### config.mk
export PLATFORM = sky130hd
export DESIGN_NAME = spi_master_arbiter
export DESIGN_NICKNAME = d
export VERILOG_FILES = /design/src/rtl/spi_master_arbiter.sv
export SDC_FILE = /design/constraint.sdc
export NUM_CORES = 1
export LEC_CHECK = 0
export CAP_MARGIN = 20
export CORE_MARGIN = 2
export CORE_UTILIZATION = 45
export CTS_CLUSTER_DIAMETER = 60
export DETAILED_ROUTE_END_ITERATION = 6
export PLACE_DENSITY = 0.92
export SETUP_SLACK_MARGIN = 0.4
export SLEW_MARGIN = 10
export SYNTH_ARGS = -nofsm -noshare
export SYNTH_HDL_FRONTEND = slang
export SYNTH_SLANG_ARGS = --single-unit
### constraint.sdc
create_clock -name clk -period 4.7 [get_ports clk]
set_input_delay 0.47 -clock clk [delete_from_list [all_inputs] [get_ports clk]]
set_output_delay 0.47 -clock clk [all_outputs]
set_load 0.005 [all_outputs]
### src/rtl/spi_master_arbiter.sv
// Round-robin arbiter that shares one SPI master between NUM_REQ clients and routes slave-select.
// Optional watchdog on the WAIT state is enabled by defining SPI_ARB_TIMEOUT_EN.
module spi_master_arbiter #(
    parameter int NUM_REQ        = 4,
    parameter int IDX_W          = 2,
    parameter int TIMEOUT_CYCLES = 1024
) (
    input  logic                 clk,
    input  logic                 rst_n,
    input  logic [NUM_REQ-1:0]   req_valid,
    input  logic [NUM_REQ*8-1:0] req_data,
    output logic [NUM_REQ-1:0]   req_ready,
    output logic [NUM_REQ-1:0]   rsp_valid,
    output logic [7:0]           rsp_data,
    output logic                 rsp_err,
    output logic [7:0]           m_tx_data,
    output logic                 m_start,
    input  logic                 m_done,
    input  logic [7:0]           m_rx_data,
    output logic [NUM_REQ-1:0]   ss_sel,
    output logic                 busy
);

    typedef enum logic [2:0] {IDLE, GRANT, START, WAIT, RESP} state_t;

    state_t               state_q;
    logic [IDX_W-1:0]     grant_q;
    logic [IDX_W-1:0]     last_grant_q;
    logic [NUM_REQ-1:0]   req_ready_q;
    logic [NUM_REQ-1:0]   rsp_valid_q;
    logic [7:0]           rsp_data_q;
    logic [7:0]           m_tx_data_q;
    logic                 m_start_q;
    logic [NUM_REQ-1:0]   ss_sel_q;

    logic [7:0]           req_byte [NUM_REQ];
    logic [IDX_W-1:0]     win_idx;
    logic                 win_found;
    logic [IDX_W-1:0]     cand;
    logic [NUM_REQ-1:0]   win_oh;
    logic [NUM_REQ-1:0]   grant_oh;

    for (genvar gi = 0; gi < NUM_REQ; gi++) begin : g_req_byte
        assign req_byte[gi] = req_data[8*gi +: 8];
    end

    // Search starts just after the previous winner so the last winner has lowest priority.
    always_comb begin
        win_idx   = '0;
        win_found = 1'b0;
        cand      = '0;
        for (int k = 1; k <= NUM_REQ; k++) begin
            cand = IDX_W'((int'(last_grant_q) + k) % NUM_REQ);
            if (!win_found && req_valid[cand]) begin
                win_found = 1'b1;
                win_idx   = cand;
            end
        end
    end

    assign win_oh   = NUM_REQ'(1) << win_idx;
    assign grant_oh = NUM_REQ'(1) << grant_q;

`ifdef SPI_ARB_TIMEOUT_EN
    localparam int WD_W = $clog2(TIMEOUT_CYCLES + 1);
    logic [WD_W-1:0] wd_q;
    logic            rsp_err_q;
`endif

    always_ff @(posedge clk or negedge rst_n) begin
        if (!rst_n) begin
            state_q      <= IDLE;
            grant_q      <= '0;
            last_grant_q <= IDX_W'(NUM_REQ - 1);
            req_ready_q  <= '0;
            rsp_valid_q  <= '0;
            rsp_data_q   <= '0;
            m_tx_data_q  <= '0;
            m_start_q    <= 1'b0;
            ss_sel_q     <= '0;
`ifdef SPI_ARB_TIMEOUT_EN
            wd_q         <= '0;
            rsp_err_q    <= 1'b0;
`endif
        end else begin
            req_ready_q <= '0;
            rsp_valid_q <= '0;
            m_start_q   <= 1'b0;
            case (state_q)
                // Grant-cycle outputs are loaded here so they are visible during GRANT.
                IDLE: begin
                    if (win_found) begin
                        state_q      <= GRANT;
                        grant_q      <= win_idx;
                        last_grant_q <= win_idx;
                        m_tx_data_q  <= req_byte[win_idx];
                        req_ready_q  <= win_oh;
                        ss_sel_q     <= win_oh;
                    end
                end
                GRANT: begin
                    state_q   <= START;
                    m_start_q <= 1'b1;
                end
                START: begin
                    state_q <= WAIT;
`ifdef SPI_ARB_TIMEOUT_EN
                    wd_q    <= '0;
`endif
                end
                WAIT: begin
                    if (m_done) begin
                        state_q     <= RESP;
                        rsp_valid_q <= grant_oh;
                        rsp_data_q  <= m_rx_data;
                        ss_sel_q    <= '0;
`ifdef SPI_ARB_TIMEOUT_EN
                        rsp_err_q   <= 1'b0;
                    end else if (wd_q == WD_W'(TIMEOUT_CYCLES - 1)) begin
                        state_q     <= RESP;
                        rsp_valid_q <= grant_oh;
                        rsp_data_q  <= 8'h00;
                        rsp_err_q   <= 1'b1;
                        ss_sel_q    <= '0;
                    end else begin
                        wd_q <= wd_q + 1'b1;
`endif
                    end
                end
                RESP: begin
                    state_q <= IDLE;
`ifdef SPI_ARB_TIMEOUT_EN
                    rsp_err_q <= 1'b0;
`endif
                end
                default: state_q <= IDLE;
            endcase
        end
    end

    assign req_ready = req_ready_q;
    assign rsp_valid = rsp_valid_q;
    assign rsp_data  = rsp_data_q;
    assign m_tx_data = m_tx_data_q;
    assign m_start   = m_start_q;
    assign ss_sel    = ss_sel_q;
    assign busy      = (state_q != IDLE);
`ifdef SPI_ARB_TIMEOUT_EN
    assign rsp_err   = rsp_err_q;
`else
    assign rsp_err   = 1'b0;
`endif

endmodule
# Yosys cells after proc, flatten, opt, wreduce, memory -nomap -nowiden
# Cells that the tools add are included.
# totals
ff_bits	36
latch_bits	0
ramBits	0
rom_bits	0
output_inout_bits	31
word_cells	69
n_memories	0
# op_classes
addsub	4
multipliers	0
div_mod_pow	0
magnitude_cmp	5
n_eq_ne	5
n_shift	2
n_mux	30
n_bitwise	1
n_reduce_logical	13
# op_table
op	n
$mux 4	6
$bmux 8 s2	1
$mux 8	2
$lt 2x3->1 const B	4
$pmux 3 s4	1
$mux 1	9
$bmux 1 s2	4
$mux 2	4
$pmux 4 s2	1
$shl 1x2->4 const A	2
$eq 3x2->1 const B	2
$mux 3	2
$reduce_and 2->1	3
$add 2x1->2 const B	2
$add 2x2->2 const B	2
$ne 2x2->1 const B	2
$eq 3x1->1 const B	1
$ge 3x3->1 const B	1
$logic_and 1x1->1	3
$logic_not 1->1	3
$logic_not 3->1	1
$not 2->3	1
$reduce_and 3->1	1
$reduce_bool 3->1	1
$reduce_bool 2->1	1

# Logic depth before layout (Yosys ltp)
# logic_depth
word_depth	17
mapped_depth	7
ltp_nobuf	5

# Worst setup path after synthesis
# OpenSTA, ideal clock, no wires.
# synth_timing
path_kind	input to register
from	in req_valid[1]
to	reg m_tx_data_q[6], in the netlist m_tx_data[6]
setup_ns	0.075
arrival_time_ns	1.643
t_required_ns	4.625
path_slack_ns	2.982
stages	5
n_path_buf	0
path_cell_list	nor2_1 nor3_1 a211oi_4 mux2_2 o21ai_2
# synth_via
elab_chain_cells	16
elab_cells_between_ends	27
# synth_lines
item	line	text
start, declared	10	input logic [NUM_REQ-1:0] req_valid,
$bmux 1 s2	54	if (!win_found && req_valid[cand]) begin
$mux 1 (not written as such)	54	
$mux 1	54	
$logic_not 1->1	54	
$logic_and 1x1->1	54	
$mux 1	54	
$logic_not 1->1	54	
$logic_and 1x1->1	54	
$mux 1	54	
$logic_not 1->1	54	
$logic_and 1x1->1	54	
$mux 2	54	
$not 2->3 (not written as such)	96	m_tx_data_q <= req_byte[win_idx];
$bmux 8 s2	96	
$mux 8 (not written as such) (2 in a row)	96	
end signal, assigned	96	
end, declared	32	logic [7:0] m_tx_data_q;
# Parallel ways exist; a longest one is shown, timed or not. The select of a mux whose other input is x is not followed.
# A chain may end at the register's enable or synchronous reset.

# Worst setup path in the final report
# layout_timing
from	in req_valid[0]
to	reg ss_sel_q[1], in the netlist ss_sel[1]
# layout_via
elab_chain_cells	15
elab_cells_between_ends	27
# layout_lines
item	line	text
$bmux 1 s2	54	
$mux 1 (not written as such)	54	
$mux 1	54	
$logic_not 1->1	54	
$logic_and 1x1->1	54	
$mux 1	54	
$logic_not 1->1	54	
$logic_and 1x1->1	54	
$mux 1	54	
$logic_not 1->1	54	
$logic_and 1x1->1	54	
$mux 2	54	
$shl 1x2->4	61	assign win_oh = NUM_REQ'(1) << win_idx;
$mux 4	92	if (win_found) begin
$pmux 4 s2	89	case (state_q)
end signal, assigned	98	ss_sel_q <= win_oh;
end, declared	34	logic [NUM_REQ-1:0] ss_sel_q;
# Parallel ways exist; a longest one is shown, timed or not. The select of a mux whose other input is x is not followed.

==> results.py <==
metrics = {
    "floorplan": {
        "placeableCoreArea_um2": 3690,
        "die-height_um": 66.2,
        "die-area_um2": 4380,
        "die_x_um": 66.2,
        "design.portCount": 78,
        "start_util_pct": 47.2,
        "placement_rows": 22,
    },
    "cts": {
        "cts_repair_resize_count": 0,
        "cts_tree": "done",
        "cts.hold.buffers_added": 0,
        "cts_made_buffers": 5,
        "clock_insertion_delay_worst_skew_ps": 290,
        "root_buffer": "sky130_fd_sc_hd__clkbuf_8",
        "tritoncts_num_sinks": 36,
        "postCtsSetupRepairBufs": 0,
        "cts.htree.levels": 2,
        "worst_setup_hold_path_clk_slew_ps": 70,
        "clock_tree.buffer_depth": 2,
    },
    "placed_design": {
        "gpl.final_weighted_congestion": 0.782,
        "place.detailed.hpwl_mm": 2.97,
        "numPortBuffers": 76,
    },
    "worst_setup_path": {
        "cp-end-kind": "flop",
        "critPathArrivalTime_ps": 2600,
        "start_kind": "input port",
        "worst_path_cell_trace": "clkdlybuf4s50_1 -> nor2_1 -> a21oi_1 -> nand2_1 -> nor3_1 -> a31o_2",
        "data_required_critical_path_ps": 4880,
        "timing.critical_path.slowest_cell_delay_ps": 750,
        "crit_slowest_cell": "sky130_fd_sc_hd__nand2_1",
        "critical_path_peak_fanout": 24,
        "setup_crit_path_kind": "input port to flop",
        "cp_top_family": "simple AND/OR/NAND/NOR gates",
        "cp.buffers_inverters": 1,
    },
    "power": {
        "vdd.ir_drop.worst_v": 0.000320,
        "cellLeakagePower_uw": 0.00118,
        "powerDensity_nw_per_um2": 553,
        "power_uw": 1450,
    },
    "yosys": {
        "synthesis.area_um2": 1740,
        "mappedNetlistNets": 204,
        "seq_area_frac_synth_pct": 51.9,
        "synthesis.area_per_instance_um2": 11.1,
        "synthDistinctLibCells": 35,
        "synthesis.yosys.warnings": 0,
        "post_synth_inst_count": 157,
        "postSynthRegisterBits": 36,
    },
    "sta": {
        "max_slew_headroom_pct": 33.7,
        "upper_clock_frequency_limit_mhz": 412,
        "final.setup.tns_ps": 0,
        "min_period_ps": 2420,
        "timing.final.max_slew_violations": 0,
        "endpoints_failing_setup": 0,
        "rsz0062_at_grt": "no",
        "finalHoldViolCount": 0,
        "final.setup_skew_ps": 2.40,
        "fin_crit_sh_pct": 51.6,
        "tightest_slew_ps": 992,
    },
    "routing": {
        "wl_mm": 4.13,
        "ant_nets": 0,
        "routed-via-count": 1447,
        "drt_pass1_iterations": 4,
        "drcViolationCount": 0,
        "first_iter_violations": 60,
        "avgViaCountPerCell": 5.11,
        "wl_per_cell_um": 14.6,
    },
    "finish": {
        "finalNetCount": 281,
        "diodes": 0,
        "area_growth_syn_to_layout_pct": 50.2,
        "final_layout_size_suffix_gt1_share_pct": 15.3,
        "fill_cell_count": 286,
    },
    "grt": {
        "grt.overflow.total": 0,
        "grt_pass1_vias": 1414,
        "grt_antenna_before_repair": 0,
        "track_usage_pct": 20.8,
        "grt_max_degree": 37,
        "global_route_wire_length_before_repair_mm": 6.63,
    },
    "status": {
        "outcome": "complete, no violations",
    },
    "run": {
        "maxCapViolCount": 0,
    },
    "worst_hold_path": {
        "hold_path.class": "input port to asynchronous set/reset pin",
    },
}
-- layer usage --
metal	share of wire, %	GRT usage, %	vias to the layer above
li1	-	-	691
met5	0	0	-
met4	2.8	6.89	0
met3	4.5	6.98	11
met2	54	36.9	35
met1	38	23.2	710
-- power by group --
part / total [uW] / internal (uW) / switching (uW) / leakage [uW]
Sequential: 530 / 441 / 89.1 / 0.000458
Clock: 222 / 119 / 103 / 0.0000455
Combinational: 692 / 396 / 296 / 0.000680
Total: 1450 / 957 / 488 / 0.00118
-- worst paths after layout --
check / endpoint / slack (ps) / depth (start not counted) / from
setup / recovery: ss_sel[1]$_DFFE_PN0P_ / 2280 / 6 / req_valid[0]
max in group asynchronous: rsp_data[4]$_DFFE_PN0P_ / 3940 / 1 / rst_n
hold reg to reg: rsp_data[6]$_DFFE_PN0P_ / 480 / 2 / rsp_data[6]$_DFFE_PN0P_
setup reg to reg: m_tx_data[6]$_DFFE_PN0P_ / 2540 / 6 / last_grant_q[1]$_DFFE_PN1P_
hold / removal: req_ready[0]$_DFF_PN0_ / 260 / 1 / rst_n
min in group clk: rsp_data[6]$_DFFE_PN0P_ / 480 / 2 / rsp_data[6]$_DFFE_PN0P_
-- registers in the layout (all words and copies together) (netlist names) --
signal / count
grant_q: 2
last_grant_q: 2
m_start: 1
m_tx_data: 8
req_ready: 4
rsp_data: 8
rsp_valid: 4
ss_sel: 4
state_q: 3
-- logic make-up after synthesis --
kind of cell / share of synthesized area [%]
mux: 14.6
other cells: 0.216
buf+inv: 3.81
flops: 51.9
compound gates: 13.8
simple gates: 15.6
-- synthesized netlist by cell type --
cell                         n  area [um2]
sky130_fd_sc_hd__buf_2       1        5.00
sky130_fd_sc_hd__a211oi_2    1        12.5
sky130_fd_sc_hd__o211a_1     1        10.0
sky130_fd_sc_hd__mux2i_1    16         160
sky130_fd_sc_hd__nand2b_2    1        8.76
sky130_fd_sc_hd__mux2_2      7        78.8
sky130_fd_sc_hd__or2b_1      1        7.51
sky130_fd_sc_hd__a31o_2      4        35.0
sky130_fd_sc_hd__or3_1       1        6.26
sky130_fd_sc_hd__a21oi_1     5        25.0
sky130_fd_sc_hd__a21o_1      2        15.0
sky130_fd_sc_hd__o21a_1      1        7.51
sky130_fd_sc_hd__clkbuf_1    3        11.3
sky130_fd_sc_hd__inv_1       3        11.3
sky130_fd_sc_hd__conb_1      1        3.75
sky130_fd_sc_hd__a2111oi_4   1        27.5
sky130_fd_sc_hd__nand2_1    35         131
sky130_fd_sc_hd__a221oi_1    1        8.76
sky130_fd_sc_hd__and2_2      1        7.51
sky130_fd_sc_hd__nand2b_1    2        12.5
sky130_fd_sc_hd__nor2_1      8        30.0
sky130_fd_sc_hd__buf_4       1        7.51
sky130_fd_sc_hd__nand3_1     1        5.00
sky130_fd_sc_hd__nor2b_1     1        6.26
sky130_fd_sc_hd__mux2_4      1        15.0
sky130_fd_sc_hd__and3_1      1        6.26
sky130_fd_sc_hd__nor3_1      3        15.0
sky130_fd_sc_hd__a211oi_4    1        20.0
sky130_fd_sc_hd__buf_12      1        20.0
sky130_fd_sc_hd__nor3b_1     3        22.5
sky130_fd_sc_hd__buf_6       1        11.3
sky130_fd_sc_hd__and2_1      2        12.5
sky130_fd_sc_hd__dfstp_2     2        52.6
sky130_fd_sc_hd__dfrtp_1    34         851
sky130_fd_sc_hd__o21ai_2     9        78.8
-- cell type report --
class / instances / area (um2) / share of cell area (%)
inverters: 3 / 11.3 / 0.431
multi-input cells: 111 / 777 / 29.7
clock buffers: 8 / 90.1 / 3.45
well taps: 48 / 60.1 / 2.30
repair buffers: 77 / 771 / 29.5
flip-flops and latches: 36 / 903 / 34.6
-- layout by cell type (no fill, tap or decap), drive strengths merged --
cell type,n
mux2i,16
or2b,1
nand2b,3
mux2,8
nand2,35
o211a,1
nor3,3
and2,3
o21a,1
dfstp,2
nor2b,1
a21oi,5
o21ai,9
a211oi,2
nor2,8
inv,3
a221oi,1
buf,2
clkdlybuf4s50,75
a21o,2
or3,1
clkbuf,8
a2111oi,1
dfrtp,34
nor3b,3
and3,1
conb,1
a31o,4
nand3,1
-- stage by stage --
| stage | setup slack, ps | area [um2] | util [%] | std cells | hold WS, ps |
|---|---|---|---|---|---|
| 6_report | 2280 | 2610 | 70.8 | 283 | 257 |
| 5_1_grt | 2140 | 2610 | 70.8 | 283 | 321 |
| 4_1_cts | 2150 | 2600 | 70.4 | 282 | 287 |
| 3_5_place_dp | 1860 | 2510 | 68.0 | 274 | 462 |
| 3_3_place_gp | 1890 | 2510 | 68.0 | 274 | 456 |
| 2_1_floorplan | 2980 | 1740 | - | 157 | 174 |
Note: power is estimated with default switching activity, not from simulation.
==> edit 1, RTL diff (same settings) <==
Encoding of `state_t`: now one-hot (5 bits for 5 states).
--- a/src/rtl/spi_master_arbiter.sv
+++ b/src/rtl/spi_master_arbiter.sv
@@ -21,7 +21,7 @@
     output logic                 busy
 );
 
-    typedef enum logic [2:0] {IDLE, GRANT, START, WAIT, RESP} state_t;
+    typedef enum logic [4:0] {IDLE = 5'b00001, GRANT = 5'b00010, START = 5'b00100, WAIT = 5'b01000, RESP = 5'b10000} state_t;
 
     state_t               state_q;
     logic [IDX_W-1:0]     grant_q;
Formal check against the unedited RTL: same outputs for any inputs over 10 cycles, from zero or initial values and one cycle with rst_n low; not proved beyond that.
==> edit 1 against the unedited design <==
Sequential share of layout area is 0.68 points higher. Sequential cell count is 2 higher. Clock skew is 0.0055 ns higher. Wire length is 5.8% higher. Setup slack worse by 0.18 ns. Power is 4.1% higher. Area after synthesis is 7.6% higher. Design area is 3.6% higher. Non-clock buffer count is 1 higher. Combinational power is 5.8% higher. Hold slack better by 0.025 ns. Global-route usage is 1.0 points lower. Critical path type unchanged. Largest cell class unchanged. Largest power group unchanged. Highest routed layer unchanged.
==> edit 1: results <==
metrics = {
    "yosys": {
        "synth-compound-area-share_pct": 10.5,
        "netlist_top_cells_count": "dfrtp_1, nand4_1, nor2_1, mux2_1, mux2i_1",
        "syn_nets": 209,
        "synth_area_leaders": "dfrtp_1, mux2_1, nand4_1, mux2i_1, a221o_1",
        "yosysSeqAreaShare_pct": 51.0,
        "synth_xor_area_share_pct": 0.468,
        "synthCells": 162,
        "synthMuxAreaShare_pct": 14.4,
    },
    "pwr": {
        "p_leak_nw": 1.18,
        "vdd_ir_drop_max_mv": 0.278,
    },
    "layout": {
        "fillCellCount": 313,
        "stdcell_count": 288,
        "fin_nets": 284,
    },
    "routing": {
        "first_iter_violations": 75,
        "wl_per_cell_um": 15.2,
    },
    "grt": {
        "grt_usage_pct": 19.8,
        "grt_pass1_vias": 1475,
        "grt_max_degree": 39,
        "grt_first_pass_wirelength_um": 6690,
    },
    "sta": {
        "finalClockSkew_ns": 0.00785,
    },
    "status": {
        "outcome": "completed",
    },
    "placed_design": {
        "dpl_cell_area_um2": 2620,
        "dp_slack_ns": 1.81,
        "place_congestion": 0.766,
    },
    "worst_setup_path": {
        "worst-path-max-fanout": 13,
    },
}
## edit 1: changes by cell type in the layout (fill, tap and decap cells not counted), sizes merged, moves of 3 or more
cell / change
nand4: +16
nor2: +8
a21o: +3
mux2: +8
mux2i: -7
o21ai: -6
a221o: +8
nand2: -27
a31o: -4
## edit 1: routing by layer
metal	up-vias	global-route usage, %	routed length [um]
met4	0	9.00	59
met5	-	0	0
met1	766	24.4	1820
met3	7	5.76	317
met2	51	31.7	2170
li1	740	-	-
## edit 1: metrics by stage
stage | total power [mW] | hold WS [ns]
after floorplan | 1.02 | 0.174
after global placement | 1.26 | 0.462
after detailed placement | 1.28 | 0.473
after CTS | 1.51 | 0.299
after global routing | 1.62 | 0.349
final | 1.50 | 0.281
## edit 1: final cells by class
class,instances,area (um^2),share of cell area [%]
sequential,38,955,35.3
multi-input combinational,110,815,30.1
tap,50,62.6,2.31
clock buffer,8,90.1,3.33
inverter,4,15.0,0.555
timing repair buffer,78,771,28.5
## edit 1: final timing paths
check | start | to | slack, ns | depth (start not counted)
max | req_valid[2] | m_tx_data[2]$_DFFE_PN0P_ | 2.09 | 7
min | rst_n | rsp_data[5]$_DFFE_PN0P_ | 0.28 | 1
max reg2reg | last_grant_q[1]$_DFFE_PN1P_ | m_tx_data[2]$_DFFE_PN0P_ | 2.14 | 6
min reg2reg | rsp_data[5]$_DFFE_PN0P_ | rsp_data[5]$_DFFE_PN0P_ | 0.49 | 1
max in group asynchronous | rst_n | rsp_data[2]$_DFFE_PN0P_ | 3.89 | 1
min in group clk | rsp_data[5]$_DFFE_PN0P_ | rsp_data[5]$_DFFE_PN0P_ | 0.49 | 1
## edit 1: cells by family (layout without fill, tap and decap cells)
| family | count (synthesis) | count (layout) |
|---|---|---|
| mux | 25 | 25 |
| compound gates | 25 | 25 |
| flops | 38 | 38 |
| xor+xnor | 1 | 1 |
| buf+inv | 14 | 90 |
| simple gates | 58 | 58 |
| other cells | 1 | 1 |
## edit 1: where the power goes
part	internal, mW	switching (mW)
combinational	0.391	0.342
clock	0.120	0.110
sequential	0.456	0.0867
## edit 1: critical path, stage by stage
cell	delay, ns
clkdlybuf4s50_1	0.51
nor2b_1	0.15
o21ai_1	0.09
a21oi_2	0.58
buf_4	0.30
mux2_2	0.34
a221o_1	0.32
==> edit 2, RTL diff (same flow settings) <==
Made on the original files. Change the parameter `NUM_REQ` from 4 to 2.
--- a/src/rtl/spi_master_arbiter.sv
+++ b/src/rtl/spi_master_arbiter.sv
@@ -1,7 +1,7 @@
 // Round-robin arbiter that shares one SPI master between NUM_REQ clients and routes slave-select.
 // Optional watchdog on the WAIT state is enabled by defining SPI_ARB_TIMEOUT_EN.
 module spi_master_arbiter #(
-    parameter int NUM_REQ        = 4,
+    parameter int NUM_REQ        = 2,
     parameter int IDX_W          = 2,
     parameter int TIMEOUT_CYCLES = 1024
 ) (
Ports: changed (5 resized); port bits go from 78 to 54. No check against the original RTL was run, so the function may have changed too.
==> edit 2 against the unedited design <==
Register-to-register slack better by 0.55 ns. Area after synthesis down 33%. Wire length down 34%. Sequential cell count down 8. Power down 30%. Setup slack better by 0.24 ns. Final cell count down 39%. Design area down 34%. Synthesized cell count down 42%. Non-clock buffer count down 24.
==> edit 2: results <==
metrics = {
    "status": {
        "outcome": "completed",
    },
    "layout": {
        "fillCellCount": 182,
        "nFlopsAndLatches": 28,
        "ff_latch_area_um2": 702,
        "clkCellAreaFrac_pct": 3.03,
        "buffers": 53,
        "fin_nets": 172,
        "syn_to_final_growth_pct": 49.6,
        "non_clock_buffer_area_share_pct": 30.5,
        "multi_input_cells": 50,
        "inv_count": 7,
        "multi_input_area_um2": 384,
    },
    "grt": {
        "grt_use_met1_pct": 23.2,
        "global_route.usage.met2_pct": 34.1,
        "grt_usage_pct": 18.9,
        "grt_max_degree": 29,
        "met3_usage_pct": 3.01,
        "grt_pass1_vias": 913,
        "grt_first_pass_wirelength_um": 4020,
    },
    "pwr": {
        "power_mw": 1.01,
        "p_leak_nw": 0.747,
        "sw_frac_of_total_pct": 29.2,
        "vdd_ir_drop_max_mv": 0.374,
        "combPwrFrac_pct": 42.3,
        "pg_clk_uw": 157,
    },
    "routing": {
        "wl_met1_um": 1110,
        "viasPerCell": 5.27,
        "first_iter_violations": 14,
        "highest_layer": "met3",
        "wl_per_cell_um": 15.8,
        "wl_met3_um": 147,
        "wl_met2_um": 1460,
    },
    "yosys": {
        "syn_nets": 120,
        "synth_area_per_cell_um2": 12.7,
        "netlist_top_cells_count": "dfrtp_1, mux2_2, nor3_1, inv_1, nand2_1",
        "synth-compound-area-share_pct": 14.6,
        "yosysSeqAreaShare_pct": 60.6,
        "synth_area_leaders": "dfrtp_1, mux2_2, a221o_1, nor3_1, dfstp_2",
        "synthMuxAreaShare_pct": 7.78,
        "synth_cell_types": 31,
    },
    "sta": {
        "post-route-min-period_ns": 2.19,
        "worstMarginPinSlew_ns": 0.610,
        "finalClockSkew_ns": 0.0147,
    },
    "placed_design": {
        "dp_slack_ns": 2.62,
        "place_congestion": 0.731,
        "dp_hpwl_um": 2030,
        "dpl_cell_area_um2": 1680,
        "io_buffers": 52,
    },
    "worst_hold_path": {
        "worstHoldPathType": "flop to flop",
    },
    "clock_network": {
        "clock_latency_ns": 0.33,
        "cts_htree_levels": 1,
        "cts.reportedPaths.clkPinSlew_ns": 0.16,
        "root_buffer": "clkbuf_4",
    },
    "worst_setup_path": {
        "slowest_delay_ns": 0.47,
        "crit_slowest_cell": "dfrtp_1",
        "worst-path-max-fanout": 9,
        "critical-path-top-delay-family": "buffers and inverters",
        "rrSetupSlack_ns": 3.09,
    },
}
==> edit 2: cell types whose count changed after synthesis, sizes merged, moves of 4 or more <==
cell	unedited run	this run
nor3	3	9
inv	3	7
a21oi	5	0
nor2	8	3
mux2i	16	0
nand2	35	6
o21ai	9	1
dfrtp	34	27
a221o	0	6
==> edit 2: worst paths after layout <==
check,start,end,depth (start not counted)
max,state_q[2]$_DFFE_PN0P_,busy,3
min,grant_q[0]$_DFFE_PN0P_,rsp_valid[0]$_DFF_PN0_,1
max reg2reg,state_q[2]$_DFFE_PN0P_,m_tx_data[0]$_DFFE_PN0P_,4
min reg2reg,grant_q[0]$_DFFE_PN0P_,rsp_valid[0]$_DFF_PN0_,1
max in group asynchronous,rst_n,last_grant_q[0]$_DFFE_PN1P_,2
min in group asynchronous,rst_n,rsp_data[6]$_DFFE_PN0P_,2
